`config.mk`:
```
export PLATFORM = sky130hd
export DESIGN_NAME = line_card_port_scheduler
export DESIGN_NICKNAME = d
export VERILOG_FILES = /design/src/rtl/line_card_port_scheduler.sv
export SDC_FILE = /design/constraint.sdc
export NUM_CORES = 1
export LEC_CHECK = 0
export CELL_PAD_IN_SITES_DETAIL_PLACEMENT = 1
export CELL_PAD_IN_SITES_GLOBAL_PLACEMENT = 2
export CORE_AREA = 4 4 267 334
export CTS_CLUSTER_DIAMETER = 120
export DETAILED_ROUTE_END_ITERATION = 10
export DIE_AREA = 0 0 271 338
export HOLD_SLACK_MARGIN = 0.15
export PLACE_DENSITY = 0.92
export SYNTH_ARGS = -nofsm -noshare
export SYNTH_HDL_FRONTEND = slang
export SYNTH_SLANG_ARGS = --single-unit
```
`constraint.sdc`:
```
create_clock -name clk -period 9.7 [get_ports clk]
set_clock_uncertainty 0.2 [all_clocks]
set_input_delay 0.97 -clock clk [delete_from_list [all_inputs] [get_ports clk]]
set_output_delay 0.97 -clock clk [all_outputs]
set_load 0.1 [all_outputs]
```
`src/rtl/line_card_port_scheduler.sv`:
```
// Round-robin grant scheduler over NUM_PORTS ingress FIFOs, gated on crossbar space.
// Define LINE_CARD_SCHED_STATS_EN to build the grant and stall counters.
module line_card_port_scheduler #(
  parameter int NUM_PORTS      = 24,
  parameter int XBAR_THRESHOLD = 189,
  parameter int HOLDOFF_CYCLES = 2
) (
  input  logic                   clk,
  input  logic                   areset_n,
  input  logic [NUM_PORTS*13-1:0] wr_ptr_committed,
  input  logic [NUM_PORTS*13-1:0] rd_ptr,
  input  logic [NUM_PORTS-1:0]   port_reset,
  input  logic [9:0]             xbar_fifo_wsize,
  output logic                   grant_valid,
  output logic [4:0]             grant_port,
  input  logic                   grant_ready,
  input  logic                   done,
  output logic                   busy,
  output logic                   protocol_error,
  output logic [31:0]            grant_count,
  output logic [31:0]            xbar_stall_count
);

  typedef enum logic [1:0] {
    IDLE, GRANT, BUSY, HOLDOFF
  } state_t;

  localparam logic [10:0] XTH  = 11'(XBAR_THRESHOLD);
  localparam logic [3:0]  HOLD = 4'(HOLDOFF_CYCLES);
  localparam logic [4:0]  LAST = 5'(NUM_PORTS - 1);

  state_t               state;
  logic [4:0]           last_port;
  logic [3:0]           hold_cnt;
  logic [NUM_PORTS-1:0] eligible;
  logic                 any_elig;
  logic                 xbar_ok;
  logic [4:0]           sel;
  logic                 found;
  int                   idx;

  // Pointer difference wraps in 13 bits, so a wrapped writer still reads as pending.
  always_comb begin
    eligible = '0;
    for (int i = 0; i < NUM_PORTS; i++) begin
      eligible[i] = ((wr_ptr_committed[13*i +: 13]
                    - rd_ptr[13*i +: 13]) != 13'd0)
                    && !port_reset[i];
    end
  end

  assign any_elig = |eligible;
  assign xbar_ok  = {1'b0, xbar_fifo_wsize} > XTH;

  always_comb begin
    sel   = '0;
    found = 1'b0;
    idx   = 0;
    for (int k = 1; k <= NUM_PORTS; k++) begin
      idx = int'(last_port) + k;
      if (idx >= NUM_PORTS) idx = idx - NUM_PORTS;
      if (!found && eligible[5'(idx)]) begin
        found = 1'b1;
        sel   = 5'(idx);
      end
    end
  end

  always_ff @(posedge clk or negedge areset_n) begin
    if (!areset_n) begin
      state          <= IDLE;
      grant_valid    <= 1'b0;
      grant_port     <= '0;
      busy           <= 1'b0;
      protocol_error <= 1'b0;
      hold_cnt       <= '0;
      last_port      <= LAST;
    end else begin
      unique case (state)
        IDLE: begin
          if (done) begin
            protocol_error <= 1'b1;
          end else if (any_elig && xbar_ok) begin
            grant_port  <= sel;
            grant_valid <= 1'b1;
            state       <= GRANT;
          end
        end
        GRANT: begin
          if (done) begin
            protocol_error <= 1'b1;
          end else if (grant_ready) begin
            last_port   <= grant_port;
            grant_valid <= 1'b0;
            busy        <= 1'b1;
            state       <= BUSY;
          end else if (port_reset[grant_port]) begin
            grant_valid <= 1'b0;
            state       <= IDLE;
          end
        end
        BUSY: begin
          if (done) begin
            if (HOLD == 4'd0) begin
              busy  <= 1'b0;
              state <= IDLE;
            end else begin
              hold_cnt <= HOLD;
              state    <= HOLDOFF;
            end
          end
        end
        HOLDOFF: begin
          if (done) begin
            protocol_error <= 1'b1;
          end else if (hold_cnt <= 4'd1) begin
            hold_cnt <= '0;
            busy     <= 1'b0;
            state    <= IDLE;
          end else begin
            hold_cnt <= hold_cnt - 4'd1;
          end
        end
        default: state <= IDLE;
      endcase
    end
  end

`ifdef LINE_CARD_SCHED_STATS_EN
  logic accept;
  logic stall;

  assign accept = (state == GRANT) && grant_ready && !done;
  assign stall  = (state == IDLE) && any_elig && !xbar_ok;

  always_ff @(posedge clk or negedge areset_n) begin
    if (!areset_n) begin
      grant_count      <= '0;
      xbar_stall_count <= '0;
    end else begin
      if (accept && grant_count != '1)
        grant_count <= grant_count + 32'd1;
      if (stall && xbar_stall_count != '1)
        xbar_stall_count <= xbar_stall_count + 32'd1;
    end
  end
`else
  assign grant_count      = '0;
  assign xbar_stall_count = '0;
`endif

endmodule

```
==> run metrics <==
status finished clean; DR WL/cell 21.8 um; total global-route track usage 0.240; Synth Cell Area 0.0239 mm2; FILL cells 10,900; I/O pin count 734; Hold WS 255 ps; antenna violations before repair 26; Cell Count, Final, Fillers Out 5,379; Setup-failing EPs final 0; type of origin of the critical path input port; slowest cell on the critical path a2111oi_0; EDFF count, synth 0; vias in the first global route 30,700; Synth Area in Compound Gates 0.368; xor and xnor area share after synthesis 0.0520; GP Congestion 1.01; Die Span Y 338 um; kind of critical path in2reg; power per cell area 211 mW/mm2; FFs w/ async S/R, synth 1.00; dpl cells 5,359; CTS tree yes; drt drc 0; critical path, cell by cell clkdlybuf4s50_1 -> inv_1 -> ha_1 -> nor2b_1 -> o2111ai_1 -> a31oi_1 -> mux2_2 -> a2111oi_0 -> a31oi_1 -> a2bb2o_1 -> a211o_1 -> o211ai_1 -> and3_1 -> nand3_4 -> or4_4 -> or3b_1 -> o221ai_2 -> o21ai_1 -> a2111oi_2 -> nor2_1; post-synthesis mux area share 0.0240; Via Count 30,500; clock slew at reported path FFs 60 ps; Pins Over Slew Limit 0; clock root buffer clkbuf_16; top cell family by delay on the critical path compound AO/OA/AOI/OAI gates; H-tree levels 1; iteration-0 DRC count of the detailed router 1,733; worst slew pin tran 1100 ps; yosys warns 0; clock latency at the later pin of the worst-skew pair 260 ps; CP arrival 8210 ps; most frequent cells in the layout clkdlybuf4s50_1 (667), inv_1 (399), ha_1 (318), a21oi_1 (315), nand2_1 (298); post-route ant nets 0; Row Count 120; Die ar. 0.0916 mm2; Num CTS Buffers 3; Mapped Cells 3,610; HPWL after DPL 102,000 um; register bit total from synthesis 19; Synth Area in Simple Gates 0.266; share of cells above drive strength 1 0.0338; Vias/cell 5.67; Worst Path Buf+Inv 2; worst vdd ir 0.217 mV; # resized after CTS 0; setup bufs post-CTS 0; largest net degree at the start of global routing 52; CTS Buffer Depth 2; Yosys cell types 109; sum of negative setup slack 0 ps; Adder-Cell Fraction of Synth Area 0.166; final net count 5,185; Pre-Repair DR Iteration Count 6; worst min-delay path category reg2reg; commonest non-fill, non-tap cell in the layout clkdlybuf4s50_1; RSZ-0062 raised after global routing false; Rel. slew slack 0.245; global-route wire length before repair 177,000 um; DRT Wirelength 117,000 um; Die X 271 um; Fmax achieved 121 MHz; fin crit share 0.852; clk sink count 19; main combinational cell family by area after synthesis compound AO/OA/AOI/OAI gates; Worst path most repeated cell a31oi_1; Pwr Total 6.70 mW; synthesis-to-layout area growth 33.0%; CP endpoint kind register; Hold-fix buffers, CTS 0; Primary FF master, synth dfrtp_1; Starting Density 0.279; CP peak stage delay 970 ps; grt ovf 0; clock period minus worst slack 8270 ps; Hold Vio Cnt, Final 0; Critical Path RT 9640 ps; Leak 13.7 nW; Max Cap Viol 0; Crit Path Max Fanout 18; Seq/Total Area, Yosys 0.0201; core area 0.0857 mm2; Port Buf Inserts 668; syn_area_per_cell 6.63 um2
==> final timing paths <==
path                       slack (ps)                        from  cells after the start                    endpoint
setup reg to reg                 2920    last_port[1]$_DFFE_PN1P_                     16   grant_port[3]$_DFFE_PN0P_
hold / removal                    250  protocol_error$_DFFE_PN0P_                      1  protocol_error$_DFFE_PN0P_
max in group asynchronous        7640                    areset_n                      1            busy$_DFFE_PN0P_
setup / recovery                 1430                 rd_ptr[131]                     20   grant_port[3]$_DFFE_PN0P_
min in group asynchronous        1060                    areset_n                      1   grant_port[2]$_DFFE_PN0P_
hold reg to reg                   250  protocol_error$_DFFE_PN0P_                      1  protocol_error$_DFFE_PN0P_
==> layer usage <==
metal	vias up	global-route usage	wire [um]
met3	208	0.0370	7160
met5	-	0	111
li1	14600	-	-
met4	16	0.0714	3780
met2	1004	0.452	59500
met1	14600	0.278	46900
==> layout make-up <==
| class | instances | area [um2] | share of cell area |
|---|---|---|---|
| multi-input cells | 3068 | 21200 | 0.668 |
| repair buffers | 711 | 7010 | 0.220 |
| inverters | 402 | 1510 | 0.0474 |
| diodes | 16 | 40.0 | 0.00126 |
| clock inverters | 1 | 7.51 | 0.000236 |
| well taps | 1159 | 1450 | 0.0456 |
| clock buffers | 3 | 75.1 | 0.00236 |
| flip-flops and latches | 19 | 480 | 0.0151 |
==> per-stage QoR <==
step,setup slack (ps),instance area [um2],utilization
after floorplan,3100,24200,-
after global placement,1330,31700,0.370
after detailed placement,1230,31700,0.370
after CTS,1460,31800,0.370
after global routing,1090,31800,0.371
final,1430,31800,0.371
==> state kept, by name (all words and copies together), names as in the netlist, named ones only <==
name            cells
busy                1
grant_port          5
grant_valid         1
hold_cnt            4
last_port           5
protocol_error      1
state               1
==> logic make-up after synthesis <==
| group | count (synthesis) |
|---|---|
| adder cells (fa/ha/maj) | 318 |
| multiplexers | 47 |
| other | 1 |
| AO/OA/AOI/OAI | 1262 |
| XOR/XNOR | 142 |
| buffers and inverters | 586 |
| AND/OR/NAND/NOR | 1235 |
| flip-flops | 19 |
==> cells in the mapped netlist (17+ instances only) <==
library cell	n	area share
inv_1	399	0.063
nand3b_1	19	0.0060
o211ai_1	55	0.017
o2111ai_1	51	0.019
nand3_1	91	0.019
nor2b_1	64	0.017
nor2_1	252	0.040
or3_1	47	0.012
nand2_1	298	0.047
ha_1	318	0.17
a21o_1	86	0.027
nand4_1	55	0.014
o22ai_1	34	0.0089
xor2_1	52	0.019
a21oi_1	315	0.066
a2111oi_0	18	0.0066
xnor2_1	90	0.033
a211oi_1	60	0.019
o221ai_1	17	0.0062
nor4_1	41	0.011
or4_1	19	0.0060
mux2i_1	30	0.013
clkbuf_1	98	0.015
buf_4	65	0.020
o21bai_1	19	0.0060
a211o_1	19	0.0070
and2_1	31	0.0081
and3_1	46	0.012
or2_2	18	0.0047
o21ai_0	178	0.037
o211a_1	22	0.0092
a31oi_1	55	0.014
nand2b_1	55	0.014
o31ai_1	31	0.0097
nor3_1	116	0.024
o21a_1	43	0.013
==> worst register-to-register path, stage by stage (launching register included) <==
cell and delay (ps):
dfstp_2 530, buf_4 420, ha_1 730, xnor2_2 460, nor2_1 230, nand2_1 270, nor3_1 70, or4_1 630
nor3_1 510, o32a_1 270, nand4b_1 300, or4_4 710, or3b_1 530, o221ai_2 190, o21ai_1 120, a2111oi_2 400
nor2_1 80
==> where the power goes <==
group / switching, mW / leakage (nW) / internal, mW / total [mW]
logic: 4.16 / 13.5 / 2.23 / 6.39
clock network: 0.0353 / 0.0372 / 0.0559 / 0.0912
registers: 0.0974 / 0.218 / 0.120 / 0.217
(Power assumes the default switching activity.)
